`config.mk`:
```
export PLATFORM = sky130hd
export DESIGN_NAME = render_rect_datapath
export DESIGN_NICKNAME = d
export VERILOG_FILES = /design/src/rtl/render_rect_datapath.sv
export SDC_FILE = /design/constraint.sdc
export NUM_CORES = 1
export LEC_CHECK = 0
export CORE_ASPECT_RATIO = 0.6
export CORE_MARGIN = 2
export CORE_UTILIZATION = 57
export CTS_CLUSTER_DIAMETER = 60
export CTS_CLUSTER_SIZE = 12
export DETAILED_ROUTE_END_ITERATION = 6
export DONT_BUFFER_PORTS = 1
export PLACE_DENSITY = 0.7
export SLEW_MARGIN = 30
export SYNTH_ARGS = -nofsm -noshare
export SYNTH_HDL_FRONTEND = slang
export SYNTH_SLANG_ARGS = --single-unit
```
`constraint.sdc`:
```
create_clock -name clk -period 7.2 [get_ports clk]
set_input_delay 2.16 -clock clk [delete_from_list [all_inputs] [get_ports clk]]
set_output_delay 2.16 -clock clk [all_outputs]
set_load 0.01 [all_outputs]
```
`src/rtl/render_rect_datapath.sv`:
```
// render_rect_datapath
//   Drawing datapath for the rectangle renderer. Latches an X/Y origin from
//   the switch bus, then, on a start strobe, emits one pixel per cycle
//   covering a BOX_W x BOX_H box in row-major order (column fastest),
//   followed by a one-cycle done pulse.
//
//   Optional feature macro: RENDER_RECT_CLIP_EN
//     defined   : pixels whose unwrapped coordinate falls outside
//                 SCREEN_W x SCREEN_H are traversed but not plotted
//     undefined : coordinates wrap mod 2^X_W / 2^Y_W and every pixel plots
//
// Ports
//   clk          clock, all state on rising edge
//   reset        asynchronous active-high reset
//   ld_x, ld_y   load x_reg / y_reg from data_in (any state)
//   start_count  start strobe, honoured only when idle
//   data_in      coordinate source
//   colour_in    fill colour, sampled at start
//   x_out, y_out pixel coordinate (registered)
//   colour_out   pixel colour (registered, constant over a box)
//   plot         pixel write enable
//   busy         box in progress (drawing or done cycle)
//   done         one-cycle pulse after the last pixel
module render_rect_datapath #(
   parameter int unsigned X_W      = 8,
   parameter int unsigned Y_W      = 7,
   parameter int unsigned COLOUR_W = 3,
   parameter int unsigned BOX_W    = 4,
   parameter int unsigned BOX_H    = 4,
   parameter int unsigned SCREEN_W = 160,
   parameter int unsigned SCREEN_H = 120
) (
   input  logic                clk,
   input  logic                reset,
   input  logic                ld_x,
   input  logic                ld_y,
   input  logic                start_count,
   input  logic [X_W-1:0]      data_in,
   input  logic [COLOUR_W-1:0] colour_in,
   output logic [X_W-1:0]      x_out,
   output logic [Y_W-1:0]      y_out,
   output logic [COLOUR_W-1:0] colour_out,
   output logic                plot,
   output logic                busy,
   output logic                done
);

   localparam int unsigned CX_W = (BOX_W > 1) ? $clog2(BOX_W) : 1;
   localparam int unsigned CY_W = (BOX_H > 1) ? $clog2(BOX_H) : 1;
   localparam logic [CX_W-1:0] CX_LAST = CX_W'(BOX_W - 1);
   localparam logic [CY_W-1:0] CY_LAST = CY_W'(BOX_H - 1);

   // Elaboration-time sanity on geometry parameters.
   if (BOX_W < 1 || BOX_H < 1) begin : g_bad_box
      $error("render_rect_datapath: BOX_W and BOX_H must be at least 1");
   end
   if (SCREEN_W < 1 || SCREEN_H < 1) begin : g_bad_screen
      $error("render_rect_datapath: SCREEN_W and SCREEN_H must be at least 1");
   end
   if (Y_W > X_W) begin : g_bad_y_w
      $error("render_rect_datapath: Y_W must not exceed X_W");
   end

   typedef enum logic [1:0] {
      S_IDLE = 2'd0,
      S_DRAW = 2'd1,
      S_DONE = 2'd2
   } state_t;

   state_t               state, state_next;
   logic [X_W-1:0]       x_reg, base_x, base_x_next;
   logic [Y_W-1:0]       y_reg, base_y, base_y_next;
   logic [COLOUR_W-1:0]  col_reg, col_next;
   logic [CX_W-1:0]      cx, cx_next;
   logic [CY_W-1:0]      cy, cy_next;

   logic [X_W-1:0]       x_next;
   logic [Y_W-1:0]       y_next;
   logic                 plot_next, busy_next, done_next;

   // Pixel to be presented in the next cycle: its base and offsets.
   logic                 pix_en;
   logic [X_W-1:0]       pix_bx;
   logic [Y_W-1:0]       pix_by;
   logic [CX_W-1:0]      pix_cx;
   logic [CY_W-1:0]      pix_cy;
   logic                 in_bounds;

`ifdef RENDER_RECT_CLIP_EN
   logic [31:0]          sum_x, sum_y;
`else
   logic [X_W-1:0]       sum_x;
   logic [Y_W-1:0]       sum_y;
`endif

   // Next-state and next-output logic. Outputs are registered, so the
   // pixel computed here is the one visible in the following cycle.
   always_comb begin
      state_next  = state;
      base_x_next = base_x;
      base_y_next = base_y;
      col_next    = col_reg;
      cx_next     = cx;
      cy_next     = cy;
      busy_next   = 1'b0;
      done_next   = 1'b0;
      pix_en      = 1'b0;
      pix_bx      = base_x;
      pix_by      = base_y;
      pix_cx      = cx;
      pix_cy      = cy;

      unique case (state)
         S_IDLE: begin
            if (start_count) begin
               state_next  = S_DRAW;
               base_x_next = x_reg;
               base_y_next = y_reg;
               col_next    = colour_in;
               cx_next     = '0;
               cy_next     = '0;
               busy_next   = 1'b1;
               // First pixel goes straight from the load registers.
               pix_en      = 1'b1;
               pix_bx      = x_reg;
               pix_by      = y_reg;
               pix_cx      = '0;
               pix_cy      = '0;
            end
         end
         S_DRAW: begin
            busy_next = 1'b1;
            if (cx == CX_LAST) begin
               cx_next = '0;
               if (cy == CY_LAST) begin
                  state_next = S_DONE;
                  done_next  = 1'b1;
               end else begin
                  cy_next = cy + CY_W'(1);
                  pix_en  = 1'b1;
               end
            end else begin
               cx_next = cx + CX_W'(1);
               pix_en  = 1'b1;
            end
            pix_cx = cx_next;
            pix_cy = cy_next;
         end
         S_DONE: begin
            state_next = S_IDLE;
         end
         default: begin
            state_next = S_IDLE;
         end
      endcase

`ifdef RENDER_RECT_CLIP_EN
      // Unwrapped sums so off-screen pixels are detected before truncation.
      sum_x     = 32'(pix_bx) + 32'(pix_cx);
      sum_y     = 32'(pix_by) + 32'(pix_cy);
      in_bounds = (sum_x < SCREEN_W) && (sum_y < SCREEN_H);
      x_next    = pix_en ? sum_x[X_W-1:0] : x_out;
      y_next    = pix_en ? sum_y[Y_W-1:0] : y_out;
`else
      sum_x     = pix_bx + X_W'(pix_cx);
      sum_y     = pix_by + Y_W'(pix_cy);
      in_bounds = 1'b1;
      x_next    = pix_en ? sum_x : x_out;
      y_next    = pix_en ? sum_y : y_out;
`endif
      plot_next = pix_en && in_bounds;
   end

   always_ff @(posedge clk or posedge reset) begin
      if (reset) begin
         state      <= S_IDLE;
         x_reg      <= '0;
         y_reg      <= '0;
         base_x     <= '0;
         base_y     <= '0;
         col_reg    <= '0;
         cx         <= '0;
         cy         <= '0;
         x_out      <= '0;
         y_out      <= '0;
         colour_out <= '0;
         plot       <= 1'b0;
         busy       <= 1'b0;
         done       <= 1'b0;
      end else begin
         state      <= state_next;
         if (ld_x) x_reg <= data_in;
         if (ld_y) y_reg <= data_in[Y_W-1:0];
         base_x     <= base_x_next;
         base_y     <= base_y_next;
         col_reg    <= col_next;
         cx         <= cx_next;
         cy         <= cy_next;
         x_out      <= x_next;
         y_out      <= y_next;
         colour_out <= col_next;
         plot       <= plot_next;
         busy       <= busy_next;
         done       <= done_next;
      end
   end

endmodule

```
==> PnR_summary.wiki, run 1 <==
{| class="wikitable"
! Metric !! Value
|-
| Starting utilization of the core area || 0.5859
|-
| Port-buffer cells || 0
|-
| Biggest fanout along the worst timing path || 22
|-
| Cell Pwr Density || 463.3 nW/um^2
|-
| Top cells by count, synth || sky130_fd_sc_hd__nand2_1, sky130_fd_sc_hd__dfrtp_1, sky130_fd_sc_hd__mux2_2, sky130_fd_sc_hd__nand3_1, sky130_fd_sc_hd__inv_1
|-
| Core region area || around 4500 sq um
|-
| HP Class || reg2reg
|-
| CP required || 7.44 ns
|-
| Post_cts resized || 0
|-
| Sum of routed wire length over all layers || about 5200 microns
|-
| Initial antenna violation count || 0
|-
| Arrival time at the worst endpoint || about 4.5 ns
|-
| Setup slack after layout || 2.936 ns
|-
| Fraction of post-synthesis cell area in the top cell type by area || 0.5390
|-
| Synth area leader || sky130_fd_sc_hd__dfrtp_1
|-
| Number of hold violations in the final report || 0
|-
| Diodes inserted || 0
|-
| Ys flop type || sky130_fd_sc_hd__dfrtp_1
|-
| Crit path kind || in2reg
|-
| Number of filler instances in the final layout || between 300 and 400
|-
| Leak || approximately 1.3 nW
|-
| Final clock period utilization by the worst path || 0.5922
|-
| Maxcap violations || 0
|-
| Detail Route Antenna Nets || 0
|-
| Average wire per standard cell || approximately 17 microns
|-
| Mean post-synth cell area || about 11 sq um
|-
| Clock H-tree levels || 3
|-
| Via count of the first global-routing pass || around 1.7k
|-
| Post-CTS setup buffer count || 0
|-
| Vertical extent of the die || roughly 57 microns
|-
| Slowest stage cell, crit path || sky130_fd_sc_hd__or3b_1
|-
| Flop and latch count out of synthesis || 57
|-
| Half-perimeter wire length after detailed placement || about 3600 microns
|-
| Worst slew pin tran || 0.9446 ns
|-
| First-pass GRT wire length || roughly 8700 microns
|-
| Cells along the critical path || or3b_1, nand2_1, nand2_1, ha_1, a21oi_1, o21a_1, nor3_1, o31ai_1
|-
| Average via count per standard cell || 5.551
|-
| XOR/XNOR share of the synthesized area || 0.01986
|-
| Count of distinct cell types in the synthesized netlist || 40
|-
| Maximum number of pins on one net before global-route repair || 58
|-
| Top-count cell post-synth || sky130_fd_sc_hd__nand2_1
|-
| Clock Tree Buf Depth || 2
|-
| Number of buffer and inverter stages on the critical path || 0
|-
| Sum of negative setup slack || 0 ns
|-
| Final-stage net count || about 270
|-
| Routability-driven placement congestion ratio || 0.8376
|-
| Post-Place Worst Slack || 2.578 ns
|-
| Type of element launching the critical path || input pin
|-
| Syn Nets || about 270
|-
| Worst vdd ir || between 0.15 and 0.2 mV
|-
| Overflow left after global routing || 0
|-
| Number of synthesized flops with an enable pin || 0
|-
| Outcome || completed
|-
| Clock network latency to the later pin of the worst-skew pair || ~0.33 ns
|-
| Die area || 5222 sq um
|-
| Layout cell share with drive strength beyond 1 || 0.1727
|-
| Post-Synthesis Cells || around 240
|-
| Share of cell area taken by muxes after synthesis || 0.1097
|-
| Number of DRC violations after detailed-routing iteration 0 || 130
|-
| Drt first pass iters || 4
|-
| Worst max-slew margin expressed relative to the limit || 0.3702
|-
| Sinks on Clock Net || 57
|-
| Global-route usage over all layers || 0.2257
|-
| Clock tree from TritonCTS || built
|-
| Final setup viols || 0
|-
| Time the worst path needs with I/O delays and setup || roughly 4.3 ns
|-
| Most frequent CP cell || sky130_fd_sc_hd__nand2_1
|-
| Post-synthesis share of cell area spent on full adders, half adders and majority gates || 0.04350
|-
| Area growth from synthesis to layout || 9.314%
|-
| Boundary Pins || 37
|-
| Post-layout util || 0.6404
|-
| Sequential element share of the synthesized area || 0.5390
|-
| Cell Rows || 19
|-
| Number of hold buffers added after CTS || 0
|-
| CTS root buf || sky130_fd_sc_hd__clkbuf_8
|-
| Max Fclk || between 200 and 250 MHz
|-
| Clock buffer count from CTS || 9
|-
| Dominant combinational cell family by area after synthesis || simple AND/OR/NAND/NOR gates
|-
| Pins over their slew limit || 0
|-
| Die Width || 91.97 microns
|-
| Fraction of the mapped netlist area in simple logic gates || 0.1660
|-
| Warnings from Yosys || 0
|-
| Total number of vias || 1732
|-
| Cell family with the largest share of critical-path delay || simple AND/OR/NAND/NOR gates
|-
| Cells taking the most area after synthesis || sky130_fd_sc_hd__dfrtp_1, sky130_fd_sc_hd__mux2_2, sky130_fd_sc_hd__nand2_1, sky130_fd_sc_hd__ha_1, sky130_fd_sc_hd__nand3_1
|-
| CP endpoint kind || register
|-
| Post-synthesis compound-gate area fraction || 0.08983
|-
| Post-CTS clock slew at the launch and capture registers of the worst setup and hold paths || 0.06 ns
|-
| Slowest cell delay on critical path || approximately 0.73 ns
|-
| DR DRC count || 0
|-
| Unrepaired setup endpoints after global routing || no
|-
| FFs w/ async S/R, synth || 1.000
|-
| Setup skew after layout || 0.004972 ns
|-
| Synthesized area || 2646 sq um
|}
## placed cells by master, fill, tap and decap left out, types with 6 or more instances in the layout
cell	netlist	routed
sky130_fd_sc_hd__nand2_1	59	59
sky130_fd_sc_hd__dfrtp_1	57	57
sky130_fd_sc_hd__mux2_2	20	20
sky130_fd_sc_hd__clkbuf_8	0	12
sky130_fd_sc_hd__nand3_1	11	11
sky130_fd_sc_hd__inv_1	8	7
sky130_fd_sc_hd__o21ai_0	6	6
sky130_fd_sc_hd__xnor2_1	6	6
sky130_fd_sc_hd__nor3_1	6	6
sky130_fd_sc_hd__ha_1	6	6
## logic make-up after synthesis
family          count (synthesis)
compound gates                 32
simple gates                   94
fa+ha+maj                       8
buf+inv                        18
flops                          57
mux                            26
xor+xnor                        6
## layer usage
layer  vias to the layer above  track usage  wire (microns)
li1                        842            -               -
met1                       823       0.3539            2768
met2                        61       0.2710            1940
met3                         6      0.09799             491
met4                         0      0.07676              43
met5                         -            0               0
## final cells by class
class / count / area [sq um] / share of cell area
Tap cell: 63 / 78.83 / 0.02725
Clock buffer: 14 / 172.7 / 0.05969
Sequential cell: 57 / 1426 / 0.4931
Clock inverter: 2 / 35.03 / 0.01211
Multi-Input combinational cell: 166 / 1135 / 0.3923
Timing Repair Buffer: 2 / 15.01 / 0.005190
Inverter: 8 / 30.03 / 0.01038
## power breakdown
part	internal (W)	switching (W)	total [W]
Combinational	0.000190	0.000277	0.000467
Clock	0.000188	0.000119	0.000307
Sequential	0.000447	0.000119	0.000566
## path summary, 6_finish.rpt
check | from | slack [ns] | to | cells after the start
min in group asynchronous | reset | 1.90 | y_out[1] | 2
setup / recovery | start_count | 2.94 | x_out[5] | 8
hold reg to reg | base_y[0] | 0.49 | base_y[0] | 2
max in group asynchronous | reset | 4.83 | y_reg[4] | 2
hold / removal | base_y[0] | 0.49 | base_y[0] | 2
setup reg to reg | state[0] | 4.24 | x_out[5] | 8
## worst min-delay path: stages, from the launching register on
cell and delay, ns:
sky130_fd_sc_hd__dfrtp_1 0.33, sky130_fd_sc_hd__nand2_1 0.05, sky130_fd_sc_hd__nand2_1 0.08
## through the flow
step | hold WS, ns | cells | power [W] | instance area (sq um)
floorplan | 0.4442 | 241 | 0.0009197 | 2646
global placement | 0.4700 | 296 | 0.001023 | 2685
detailed placement | 0.4705 | 296 | 0.001034 | 2685
CTS | 0.4986 | 312 | 0.001348 | 2893
global route | 0.5193 | 312 | 0.001443 | 2893
finish | 0.4949 | 312 | 0.001340 | 2893
(Power assumes the default switching activity.)
==> inputs of run 2 (changes only) <==
--- a/config.mk
+++ b/config.mk
@@ -7,12 +7,12 @@
 export LEC_CHECK = 0
 export CORE_ASPECT_RATIO = 0.6
 export CORE_MARGIN = 2
-export CORE_UTILIZATION = 57
+export CORE_UTILIZATION = 56
 export CTS_CLUSTER_DIAMETER = 60
 export CTS_CLUSTER_SIZE = 12
 export DETAILED_ROUTE_END_ITERATION = 6
 export DONT_BUFFER_PORTS = 1
-export PLACE_DENSITY = 0.7
+export PLACE_DENSITY = 0.72
 export SLEW_MARGIN = 30
 export SYNTH_ARGS = -nofsm -noshare
 export SYNTH_HDL_FRONTEND = slang
==> constraint.sdc (replaced) <==
create_clock -name clk -period 3.9 [get_ports clk]
set_input_delay 1.17 -clock clk [delete_from_list [all_inputs] [get_ports clk]]
set_output_delay 1.17 -clock clk [all_outputs]
set_load 0.01 [all_outputs]
==> run 2 against run 1 <==
Net effect:
- global-route usage is 0.57 points higher
- final cell count is 0.64% higher
- sequential share of layout area is 0.085 points higher
- via count is 0.29% higher
- largest power group unchanged
- count of clock-buffer cells in the layout is 2 lower
- sequential power is 84% higher
- setup slack worse by 1.9 ns
- sequential cell count stayed put
- design area is 0.17% lower
- first-iteration DRC count is 9.2% lower
==> PnR_summary.wiki, run 2 (synthesized netlist as in run 1, its figures left out) <==
{| class="wikitable"
! Metric !! Value
|-
| Post_cts resized || 0
|-
| Cell family with the largest share of critical-path delay || simple AND/OR/NAND/NOR gates
|-
| Port-buffer cells || 0
|-
| Unrepaired setup endpoints after global routing || no
|-
| CP endpoint kind || register
|-
| Final setup viols || 0
|-
| Hold Path Origin || base_x[0]
|-
| Number of filler instances in the final layout || 396
|-
| Post-layout instance count excluding filler cells || between 300 and 400
|-
| Diodes inserted || 0
|-
| Die Width || around 93 microns
|-
| Worst max-slew margin expressed relative to the limit || 0.6331
|-
| Max Fclk || about 350 MHz
|-
| Boundary Pins || 37
|-
| Number of hold buffers added after CTS || 0
|-
| Sequential cell area || about 1400 sq um
|-
| Maxcap violations || 0
|-
| Number of buffer and inverter stages on the critical path || 0
|-
| Terminating pin of the worst hold path || base_x[0]
|-
| Average via count per standard cell || about 5.5
|-
| CTS root buf || sky130_fd_sc_hd__clkbuf_8
|-
| Most common library cell in the layout ignoring fill and taps || sky130_fd_sc_hd__nand2_1
|-
| Final-stage net count || approximately 270
|-
| Clock H-tree levels || 3
|-
| Crit path kind || in2reg
|-
| Drt first pass iters || 4
|-
| Die area || about 5300 sq um
|-
| DR DRC count || 0
|-
| R2R cell count || 9
|-
| Worst reg2reg startpoint || state[0]
|-
| Via count of the first global-routing pass || 1661
|-
| Most frequent CP cell || sky130_fd_sc_hd__nand2_1
|-
| Cells along the critical path || or3b_1, nand2_1, nand2_1, ha_1, fa_1, nand3_1, xnor2_1, mux2i_1, o21ai_0
|-
| End of the worst register-to-register path || y_out[4]
|-
| Arrival time at the worst endpoint || a little over 3 ns
|-
| Average wire per standard cell || 16.82 microns
|-
| Worst vdd ir || approximately 0.4 mV
|-
| Outcome || completed
|-
| Starting utilization of the core area || 0.5798
|-
| Sum of negative setup slack || 0 ns
|-
| Half-perimeter wire length after detailed placement || a little under 4000 microns
|-
| Overflow left after global routing || 0
|-
| Cell Pwr Density || about 840 nW/um^2
|-
| DP Cell Count || 299
|-
| Commonest non-fill, non-tap cells in the layout || sky130_fd_sc_hd__nand2_1, sky130_fd_sc_hd__dfrtp_1, sky130_fd_sc_hd__mux2_2, sky130_fd_sc_hd__clkbuf_8, sky130_fd_sc_hd__nand3_1
|-
| Clock network latency to the later pin of the worst-skew pair || ~0.33 ns
|-
| Initial antenna violation count || 0
|-
| Maximum number of pins on one net before global-route repair || 39
|-
| Number of DRC violations after detailed-routing iteration 0 || ~120
|-
| Worst slew pin tran || between 0.5 and 0.6 ns
|-
| Sum of routed wire length over all layers || 5283 microns
|-
| Cell Rows || 19
|-
| Final clock period utilization by the worst path || 0.7291
|-
| Vertical extent of the die || 57.25 microns
|-
| First-pass GRT wire length || 8776 microns
|-
| HP Class || reg2reg
|-
| Core region area || 4564 sq um
|-
| Type of element launching the critical path || input pin
|-
| Clock Tree Buf Depth || 2
|-
| Number of hold violations in the final report || 0
|-
| Clock tree from TritonCTS || built
|-
| Post-CTS clock slew at the launch and capture registers of the worst setup and hold paths || ~0.060 ns
|-
| Detail Route Antenna Nets || 0
|-
| Setup skew after layout || a little over 0.006 ns
|-
| Area growth from synthesis to layout || 9.125%
|-
| Leak || about 1.3 nW
|-
| Cell depth of the worst min-delay path || 2
|-
| Biggest fanout along the worst timing path || 9
|-
| Slowest stage cell, crit path || sky130_fd_sc_hd__or3b_1
|-
| Routability-driven placement congestion ratio || 0.8583
|-
| Reg2Reg Setup Slack || between 1 and 1.5 ns
|-
| Post-CTS setup buffer count || 0
|-
| Sinks on Clock Net || 57
|-
| CP required || between 4 and 5 ns
|-
| Layout cell share with drive strength beyond 1 || 0.1873
|-
| Global-route usage over all layers || 0.2314
|-
| Multi-input combinational cell area || approximately 1100 sq um
|-
| Clock buffer count from CTS || 9
|-
| Pins over their slew limit || 0
|-
| Total number of vias || 1737
|-
| Slowest cell delay on critical path || between 0.4 and 0.5 ns
|-
| Time the worst path needs with I/O delays and setup || between 2 and 3 ns
|}
run 2: how the worst max path moves through the flow:
stage / start / end / slack [ns] / depth (start not counted)
final: start_count / y_out[4] / 1.06 / 9
after global routing: start_count / y_out[4] / 0.88 / 9
after CTS: start_count / y_out[4] / 1.05 / 9
after detailed placement: start_count / y_out[4] / 0.72 / 9
after global placement: start_count / y_out[4] / 0.75 / 9
after floorplan: start_count / x_out[5] / 0.50 / 11
run 2: report_power, final:
part	leakage, nW	internal (W)	switching [W]
registers	0.681	0.000825	0.000217
clock network	0.0980	0.000275	0.000219
logic	0.538	0.000373	0.000518
run 2: final cells by class:
class / instances / share of cell area
clock buffer: 12 / 0.05719
sequential: 57 / 0.4939
timing repair buffer: 5 / 0.01300
tap: 63 / 0.02730
multi-input combinational: 166 / 0.3930
clock inverter: 3 / 0.005199
inverter: 8 / 0.01040
run 2: through the flow:
stage	hold slack (ns)	setup slack, ns	util	total power [W]	instance area, sq um
after floorplan	0.4442	0.5004	-	0.001698	2646
after detailed placement	0.4672	0.7168	0.5932	0.001938	2708
after CTS	0.4859	1.047	0.6327	0.002446	2888
final	0.4879	1.056	0.6327	0.002428	2888
after global placement	0.4686	0.7531	0.5932	0.001911	2708
after global routing	0.5186	0.8781	0.6327	0.002630	2888
run 2: per-layer routing:
metal,wire length [microns],vias to the layer above,GRT usage
li1,-,848,-
met1,2580,812,0.3516
met2,1924,72,0.2565
met3,714,5,0.1506
met4,64,0,0.07563
met5,0,-,0
run 2: worst reg2reg max path, delay by kind of cell (launching register included):
kind / cells / cell delay, ns
adder cells (fa/ha/maj): 2 / 0.69
multiplexers: 1 / 0.09
AND/OR/NAND/NOR: 4 / 0.91
AO/OA/AOI/OAI: 1 / 0.16
XOR/XNOR: 1 / 0.12
flip-flops: 1 / 0.46
